### src/rtl/fft_pkg.sv
// Shared FFT stream definitions: frame geometry, complex sample layout and tdata packing.
package fft_pkg;

  localparam int N_BINS  = 8;
  localparam int IW      = $clog2(N_BINS);
  localparam int DW      = 16;
  localparam int TDATA_W = 2 * DW;
  localparam int RE_LSB  = 0;
  localparam int IM_LSB  = DW;
  localparam int PW      = 2 * DW;

  // First field lands in the upper half of tdata.
  typedef struct packed {
    logic signed [DW-1:0] im;
    logic signed [DW-1:0] re;
  } cplx_t;

endpackage

### src/rtl/fft_bin_power_avg_if.sv
// FFT beat input stream and averaged power spectrum output stream.
interface fft_bin_power_avg_if;
  import fft_pkg::*;

  logic [TDATA_W-1:0] s_tdata;
  logic [IW-1:0]      s_tuser;
  logic               s_tvalid;
  logic [PW-1:0]      m_tdata;
  logic [IW-1:0]      m_tuser;
  logic               m_tvalid;
  logic               m_tlast;
  logic               m_det;

  modport slave (
    input  s_tdata, s_tuser, s_tvalid,
    output m_tdata, m_tuser, m_tvalid, m_tlast, m_det
  );

  modport master (
    output s_tdata, s_tuser, s_tvalid,
    input  m_tdata, m_tuser, m_tvalid, m_tlast, m_det
  );
endinterface

### src/rtl/cplx_pow.sv
// Registered complex magnitude squared, re^2 + im^2, one cycle latency.
module cplx_pow
  import fft_pkg::*;
(
  input  logic          clk,
  input  cplx_t         x,
  output logic [PW-1:0] pow_p1
);

  logic signed [PW-1:0] re_sq;
  logic signed [PW-1:0] im_sq;

  // Each square is at most 2^30, so the unsigned sum fits in PW bits.
  always_comb begin
    re_sq = x.re * x.re;
    im_sq = x.im * x.im;
  end

  always_ff @(posedge clk) begin
    pow_p1 <= $unsigned(re_sq) + $unsigned(im_sq);
  end

endmodule

### src/rtl/fft_bin_power_avg.sv
// Per-bin FFT power averaged over 2^LOG2_AVG frames, with frame order checking and threshold detect.
module fft_bin_power_avg
  import fft_pkg::*;
#(
  parameter int LOG2_AVG = 4
) (
  input  logic                 clk,
  input  logic                 rstn,
  fft_bin_power_avg_if.slave   bus,
  input  logic [PW-1:0]        thresh,
  output logic                 seq_err,
  output logic [15:0]          err_cnt
);

  localparam int AW = PW + LOG2_AVG;
  localparam logic [LOG2_AVG-1:0] LAST_FRAME = '1;
  localparam logic [IW-1:0]       LAST_BIN   = IW'(N_BINS - 1);

  function automatic logic [PW-1:0] avg_of(input logic [AW-1:0] s);
    return PW'(s >> LOG2_AVG);
  endfunction

  function automatic logic [15:0] sat_inc(input logic [15:0] c);
    return (c == 16'hFFFF) ? c : c + 16'd1;
  endfunction

  logic [IW-1:0]       exp_bin, exp_nxt;
  logic                accept, brk;
  logic [IW-1:0]       bin_p1;
  logic                vld_p1, clr_p1;
  logic [PW-1:0]       pow_p1;
  logic [AW-1:0]       acc [N_BINS];
  logic [LOG2_AVG-1:0] frame_cnt, cur_fcnt;
  logic [AW-1:0]       cur_acc, sum_p1;
  logic [PW-1:0]       avg_p1;
  logic                final_frame;

  // Stage 0: bin order check
  always_comb begin
    accept  = 1'b0;
    brk     = 1'b0;
    exp_nxt = exp_bin;
    if (bus.s_tvalid) begin
      if (bus.s_tuser == exp_bin) begin
        accept  = 1'b1;
        exp_nxt = exp_bin + 1'b1;
      end else begin
        brk = 1'b1;
        // A stray bin 0 is taken as the start of a new frame.
        if (bus.s_tuser == '0) begin
          accept  = 1'b1;
          exp_nxt = IW'(1);
        end else begin
          exp_nxt = '0;
        end
      end
    end
  end

  always_ff @(posedge clk or negedge rstn) begin
    if (!rstn) begin
      exp_bin <= '0;
      vld_p1  <= 1'b0;
      clr_p1  <= 1'b0;
    end else begin
      exp_bin <= exp_nxt;
      vld_p1  <= accept;
      clr_p1  <= brk;
    end
  end

  always_ff @(posedge clk) begin
    bin_p1 <= bus.s_tuser;
  end

  cplx_pow u_pow (
    .clk    (clk),
    .x      (cplx_t'(bus.s_tdata)),
    .pow_p1 (pow_p1)
  );

  // Stage 1: accumulate, a pending clear is applied before this beat
  always_comb begin
    cur_acc     = clr_p1 ? '0 : acc[bin_p1];
    cur_fcnt    = clr_p1 ? '0 : frame_cnt;
    sum_p1      = cur_acc + AW'(pow_p1);
    avg_p1      = avg_of(sum_p1);
    final_frame = (cur_fcnt == LAST_FRAME);
  end

  // Stage 2: registered results and error reporting
  always_ff @(posedge clk or negedge rstn) begin
    if (!rstn) begin
      for (int i = 0; i < N_BINS; i++) acc[i] <= '0;
      frame_cnt    <= '0;
      bus.m_tdata  <= '0;
      bus.m_tuser  <= '0;
      bus.m_tvalid <= 1'b0;
      bus.m_tlast  <= 1'b0;
      bus.m_det    <= 1'b0;
      seq_err      <= 1'b0;
      err_cnt      <= '0;
    end else begin
      bus.m_tvalid <= 1'b0;
      bus.m_tlast  <= 1'b0;
      bus.m_det    <= 1'b0;
      seq_err      <= clr_p1;
      if (clr_p1) begin
        for (int i = 0; i < N_BINS; i++) acc[i] <= '0;
        frame_cnt <= '0;
        err_cnt   <= sat_inc(err_cnt);
      end
      if (vld_p1) begin
        if (final_frame) begin
          bus.m_tdata  <= avg_p1;
          bus.m_tuser  <= bin_p1;
          bus.m_tvalid <= 1'b1;
          bus.m_tlast  <= (bin_p1 == LAST_BIN);
          bus.m_det    <= (avg_p1 > thresh);
          acc[bin_p1]  <= '0;
          if (bin_p1 == LAST_BIN) frame_cnt <= '0;
        end else begin
          acc[bin_p1] <= sum_p1;
          if (bin_p1 == LAST_BIN) frame_cnt <= cur_fcnt + 1'b1;
        end
      end
    end
  end

endmodule

### src/flat_wrapper.sv
// flat-port wrapper written by rule: the top's interface ports become plain ports
module fft_bin_power_avg_flat import fft_pkg::*;
#(
  parameter int LOG2_AVG = 4
)
  (clk, rstn, thresh, seq_err, err_cnt, bus_s_tdata, bus_s_tuser, bus_s_tvalid, bus_m_tdata, bus_m_tuser, bus_m_tvalid, bus_m_tlast, bus_m_det);
  fft_bin_power_avg_if bus_i ();
  input  logic clk;
  input  logic rstn;
  input  logic [PW-1:0] thresh;
  output logic seq_err;
  output logic [15:0] err_cnt;
  input wire logic [$bits(bus_i.s_tdata)-1:0] bus_s_tdata;
  input wire logic [$bits(bus_i.s_tuser)-1:0] bus_s_tuser;
  input wire logic [$bits(bus_i.s_tvalid)-1:0] bus_s_tvalid;
  output wire logic [$bits(bus_i.m_tdata)-1:0] bus_m_tdata;
  output wire logic [$bits(bus_i.m_tuser)-1:0] bus_m_tuser;
  output wire logic [$bits(bus_i.m_tvalid)-1:0] bus_m_tvalid;
  output wire logic [$bits(bus_i.m_tlast)-1:0] bus_m_tlast;
  output wire logic [$bits(bus_i.m_det)-1:0] bus_m_det;
  assign bus_i.s_tdata = bus_s_tdata;
  assign bus_i.s_tuser = bus_s_tuser;
  assign bus_i.s_tvalid = bus_s_tvalid;
  assign bus_m_tdata = bus_i.m_tdata;
  assign bus_m_tuser = bus_i.m_tuser;
  assign bus_m_tvalid = bus_i.m_tvalid;
  assign bus_m_tlast = bus_i.m_tlast;
  assign bus_m_det = bus_i.m_det;
  fft_bin_power_avg #(.LOG2_AVG(LOG2_AVG)) u_core (.clk(clk), .rstn(rstn), .bus(bus_i), .thresh(thresh), .seq_err(seq_err), .err_cnt(err_cnt));
endmodule
### config.mk
export PLATFORM = sky130hd
export DESIGN_NAME = fft_bin_power_avg_flat
export DESIGN_NICKNAME = d
export VERILOG_FILES = /design/src/rtl/fft_pkg.sv /design/src/rtl/fft_bin_power_avg_if.sv /design/src/rtl/cplx_pow.sv /design/src/rtl/fft_bin_power_avg.sv /design/src/flat_wrapper.sv
export SDC_FILE = /design/constraint.sdc
export NUM_CORES = 2
export LEC_CHECK = 0
export CORE_MARGIN = 2
export CORE_UTILIZATION = 56
export DETAILED_ROUTE_END_ITERATION = 10
export PLACE_DENSITY = 0.81
export SYNTH_ARGS = -nofsm -noshare
export SYNTH_HDL_FRONTEND = slang
export SYNTH_HIERARCHICAL = 1
export SYNTH_SLANG_ARGS = --single-unit
### constraint.sdc
create_clock -name clk -period 12.8 [get_ports clk]
set_input_delay 2.56 -clock clk [delete_from_list [all_inputs] [get_ports clk]]
set_output_delay 2.56 -clock clk [all_outputs]
set_load 0.02 [all_outputs]
# Word level (Yosys, flattened, before mapping)

Index checks and enable logic that the tools add are counted.

Output and inout port bits: 55
Input port bits: 70
Flip-flop bits (word level): 387
Logic and storage cells: 71

Equal/unequal tests: 4
Magnitude comparators: 3
$add $sub $neg: 5
Bitwise operators: 4
$mul: 2
Muxes and demuxes: 28
Reductions and logical operators: 4

Operators by type and width:

| kind                  | number |
|---|---|
| $mux 288              | 3 |
| $and 288x288->288     | 1 |
| $bwmux 288            | 1 |
| $not 288->288         | 1 |
| $mux 36               | 4 |
| $bmux 36 s3           | 1 |
| $demux 36 s3          | 1 |
| $mul 16x16->32        | 2 |
| $add 36x32->36        | 1 |
| $add 32x32->32        | 1 |
| $gt 32x32->1          | 1 |
| $mux 4                | 5 |
| $add 16x1->16 const B | 1 |
| $eq 16x16->1 const B  | 1 |
| $mux 1                | 12 |
| $add 4x1->4 const B   | 1 |
| $eq 4x4->1 const B    | 1 |
| $ge 4x4->1 const B    | 1 |
| $lt 4x1->1 const B    | 1 |
| $not 3->4             | 1 |
| $reduce_and 2->1      | 2 |
| $add 3x1->3 const B   | 1 |
| $eq 3x3->1            | 1 |
| $eq 3x3->1 const B    | 1 |
| 4 further kinds       | 4 |

# Depth between registers and ports, before layout

Word-level depth: 9
Mapped depth: 28

# Modules after synthesis

The synthesis kept the hierarchy.

By module, submodules not included:

| module            | times used | area each (µm²) | cells each |
|---|---|---|---|
| fft_bin_power_avg | 1          | 18,504.0        | 1,773 |
| cplx_pow          | 1          | 18,283.8        | 1,877 |

# Worst setup path before layout

OpenSTA, ideal clock, no wires.

Kind: in2reg
Start point: input bus_s_tdata[31]
End point: register u_core.u_pow.pow_p1[31]
Arrival time: 9,470 ps
Stages: 26
Path buffers: 3
Path slack: 3,251 ps
Data required time: 12,721 ps
Setup time: 79 ps
Path through: clkbuf_1 > clkbuf_1 > nand2_1 > fa_1 > inv_1 > fa_1 > inv_1 > fa_1 > inv_1 > fa_1 > fa_1 > fa_1 > fa_1 > inv_1 > fa_1 > inv_1 > ha_1 > clkbuf_1 > a21o_1 > a21o_1 > a21oi_1 > nor2_1 > a21oi_1 > o311ai_0 > a2111o_1 > o211ai_1

Longest elaborated chain between the ends: 2

Ends and longest elaborated chain:

| item                   | line               | RTL |
|---|---|---|
| start: declaration     | flat_wrapper.sv:13 | `input wire logic [$bits(bus_i.s_tdata)-1:0] bus_s_tdata;` |
| $mul 16x16->32         | cplx_pow.sv:16     | `im_sq = x.im * x.im;` |
| $add 32x32->32         | cplx_pow.sv:20     | `pow_p1 <= $unsigned(re_sq) + $unsigned(im_sq);` |
| end signal: assignment | cplx_pow.sv:20     |  |
| end: declaration       | cplx_pow.sv:7      | `output logic [PW-1:0] pow_p1` |

No other way between the ends.
A chain may end at the register's enable or synchronous reset.

# Final worst setup path

Start point: input bus_s_tdata[15]
End point: register u_core.u_pow.pow_p1[31]

Longest elaborated chain between the ends: 2

Ends and longest elaborated chain:

| item           | line           | RTL |
|---|---|---|
| $mul 16x16->32 | cplx_pow.sv:15 | `re_sq = x.re * x.re;` |
| $add 32x32->32 | cplx_pow.sv:20 |  |

No other way between the ends.

==> impl_metrics.csv <==
group,metric,value,unit
outcome,outcome,"finished clean",
placed_design,place_congestion,0.996,
setup_path,rr_endpoint,"u_core/bus.m_det",
timing,drv_slew,0,
timing,grt_setup_unrepaired,"no",
setup_path,cp-end-kind,"flip-flop",
timing,setup_viol_count_final,0,
setup_path,critPathMaxStageDelay,880,ps
setup_path,r2r_start,"u_core/bin_p1[2]",
min_path,hp-class,"flip-flop to flip-flop",
floorplan,start_util,56.9,%
routing,antenna_left,0,
logic_synthesis,seq_area_frac_synth,25.8,%
logic_synthesis,synthCells,3650,
timing,fin_crit_sh,78.5,%
placed_design,place.port_buffers,124,
clock_network,cts_num_sinks,387,
floorplan,die_w,260,um
setup_path,critPathBufInv,5,
clock_network,clk_latency,560,ps
floorplan,die-area,67800,um2
logic_synthesis,synth-seq-cells,387,
routing,wl,100000,um
logic_synthesis,ys.flop_type,"dfrtp_1",
logic_synthesis,netlist_area,36800,um2
placed_design,post-dp-hpwl,74000,um
timing,timing.fmax,0.0996,GHz
routing,drtIter0Drc,2240,
finish,final_nets,4510,
logic_synthesis,yosys.area_share.xor_xnor,2.81,%
global_route,grt_max_degree,141,
logic_synthesis,syn-num-nets,4460,
setup_path,ff2ff_path_depth,20,
floorplan,die_y,260,um
logic_synthesis,synth_edf_count,0,
clock_network,clk_pin_slew_worst_paths,60,ps
finish,area_growth,9.56,%
clock_network,cts_buffers,38,
global_route,grt.overflow.total,0,
floorplan,fp-row-count,93,
clock_network,clockRootBuffer,"clkbuf_16",
setup_path,path_class,"input pin to flip-flop",
global_route,grt_pass1_vias,29200,
global_route,track_usage,30.5,%
setup_path,startpoint,"bus_s_tdata[15]",
flow_run,maxCapViolations,0,
logic_synthesis,yosys_warnings,6,
min_path,hold_path_depth,2,
logic_synthesis,synthArstFlopShare,91.0,%
min_path,min_to,"u_core/bus.m_tdata[8]",
clock_network,cts_buffer_depth,3,
routing,drt-pass1-iter-count,6,
clock_network,ctsHoldBuffers,0,
clock_network,post_cts_buffers,0,
global_route,antenna_found_initial,1,
logic_synthesis,yosys-mux-area-fraction,1.68,%
timing,finClkSkew,37.0,ps
floorplan,ios,125,
setup_path,reg2reg_slack,5560,ps
timing,final_hold_viol_count,0,
setup_path,cp_slowest_cell,"clkdlybuf4s50_1",
logic_synthesis,synth_top_family_by_area,"adder cells",
timing,max_slew.worst_pin.slew,1370,ps
clock_network,cts_tree,"yes",
setup_path,crit_fanout,17,
setup_path,cp_cell_sequence,"clkdlybuf4s50_1 -> inv_1 -> nor2_1 -> fa_1 -> fa_1 -> fa_1 -> inv_1 -> fa_1 -> fa_1 -> inv_1 -> fa_1 -> fa_1 -> inv_1 -> fa_1 -> xor2_1 -> xnor2_1 -> xnor2_1 -> xnor2_1 -> xnor2_1 -> nor4_1 -> a2111oi_0 -> o211ai_1",
clock_network,post_cts_resized,0,
setup_path,required,13210,ps
routing,drc,0,
routing,via_per_inst,5.97,
logic_synthesis,synth-simple-area-share,9.78,%
setup_path,worstSetupStartpointType,"input pin",
logic_synthesis,syn_area_per_cell,10.1,um2
global_route,grt_pass1_wl,161000,um
setup_path,cpLargestDelayFamily,"adder cells",
setup_path,cpMostUsedCell,"fa_1",
clock_network,htree_num_levels,2,
logic_synthesis,ys_types,90,
timing,fin_crit,10040,ps
finish,drive_above_1_share,6.44,%
routing,post_drt_wl_per_cell,21.8,um
setup_path,cp.arrival,10450,ps
logic_synthesis,synth_compound_area_share,14.6,%
floorplan,design.core.area,64700,um2
setup_path,timing.critical_path.depth,22,
logic_synthesis,synth-adder-area-share,35.9,%
routing,num_vias,27400,
timing,fin_setup_tns,0,ps
timing,relSlewSlack,8.44,%
min_path,min_from,"u_core/bus.m_tdata[8]",
[synth_stat cells, types with 11 or more instances]
master    count  area [um2]
o211ai_1     15         113
buf_2        40         200
a21oi_1      92         460
nand3_1      69         345
nor3_1       25         125
nor2_1      128         480
mux2_2       32         360
buf_1        11        41.3
mux2i_1      13         130
a41oi_1      23         201
a221oi_1     21         184
a21o_1       29         218
a22oi_1     100         751
o21bai_1     11        82.6
nand4_1      33         206
ha_1        215        2690
xor2_1       24         210
o21ai_0      73         365
inv_1       714        2680
xnor2_1      76         666
and2_1       96         601
dfxtp_1      35         701
fa_1        525       10500
nand2_1     318        1190
o21ai_1      25         125
a22o_1      206        1800
o31ai_1      17         128
nor2b_1      28         175
clkbuf_1    114         428
dfrtp_1     352        8810
[kinds of logic (layout without fill, tap and decap cells)]
logic type      Yosys count  after routing
other cells               0              1
simple gates            761            761
compound gates          710            710
fa+ha+maj               740            740
flops                   387            387
buf+inv                 892            971
mux                      51             51
xor+xnor                109            109
[per-stage QoR]
step	instances	worst slack [ps]	hold WS [ps]	instance area, um2	util (%)
after floorplan	3650	3250	439	36800	-
after global placement	4515	2390	457	38900	60.2
after detailed placement	4515	2230	462	38900	60.2
after CTS	4584	2790	478	40300	62.3
after global routing	4584	2180	495	40300	62.3
final	4585	2760	470	40300	62.3
[worst max path at each step]
stage	endpoint	slack (ps)
floorplan	u_core/u_pow/pow_p1[31]	3250
global placement	u_core/u_pow/pow_p1[31]	2390
detailed placement	u_core/u_pow/pow_p1[31]	2230
CTS	u_core/u_pow/pow_p1[31]	2790
global route	u_core/u_pow/pow_p1[31]	2180
finish	u_core/u_pow/pow_p1[31]	2760
[routing by layer]
layer / up-vias / share of wire, % / GRT usage (%)
met1: 13700 / 39 / 39.1
met4: 2 / 4.3 / 11.9
met2: 1322 / 48 / 50.5
met3: 297 / 9.4 / 7.15
li1: 12000 / - / -
met5: - / 0.013 / 0
[tightest hold or removal path: cells and delay by family, from the launching register on]
family,cells,cell delay (ps)
and+or+nand+nor,2,100
DFF,1,340
[cell usage in the layout (no fill, tap or decap), types with 11 or more instances in the layout]
cell and n:
and2_1 96, fa_1 525, nand2_1 317, a21o_1 29, xor2_1 24, nor3_1 25
a221oi_1 21, nor2_2 11, a21oi_4 11, clkdlybuf4s50_1 123, a41oi_1 23, nand4_1 33
o211ai_1 15, o21bai_1 11, dfrtp_1 351, a22oi_1 100, a21oi_1 87, nor2_1 118
xnor2_1 76, ha_1 215, o31ai_1 17, mux2_2 32, a22o_1 206, clkbuf_8 11
nand3_1 69, mux2i_1 13, o21ai_1 25, o21ai_0 73, nor2b_1 28, buf_4 60
clkbuf_16 38, dfxtp_1 34, inv_1 714
[final cells by class]
cell class | count | area [um2]
clock inverters | 16 | 255
fillers | 5186 | 24400
diodes | 1 | 2.50
multi-input cells | 2371 | 23900
flip-flops and latches | 387 | 9510
clock buffers | 53 | 1120
repair buffers | 185 | 1720
inverters | 717 | 2690
well taps | 855 | 1070
[registers in the layout, summed over array words and instances, names as in the netlist, 3 cells and up]
name / count
u_core/acc: 288
u_core/bin_p1: 3
u_core/bus.m_tdata: 32
u_core/bus.m_tuser: 3
u_core/err_cnt: 16
u_core/exp_bin: 3
u_core/frame_cnt: 4
u_core/u_pow/pow_p1: 32
Power is not shown: default switching activity piles up to over one toggle a cycle in this logic, so the estimate is an artifact.
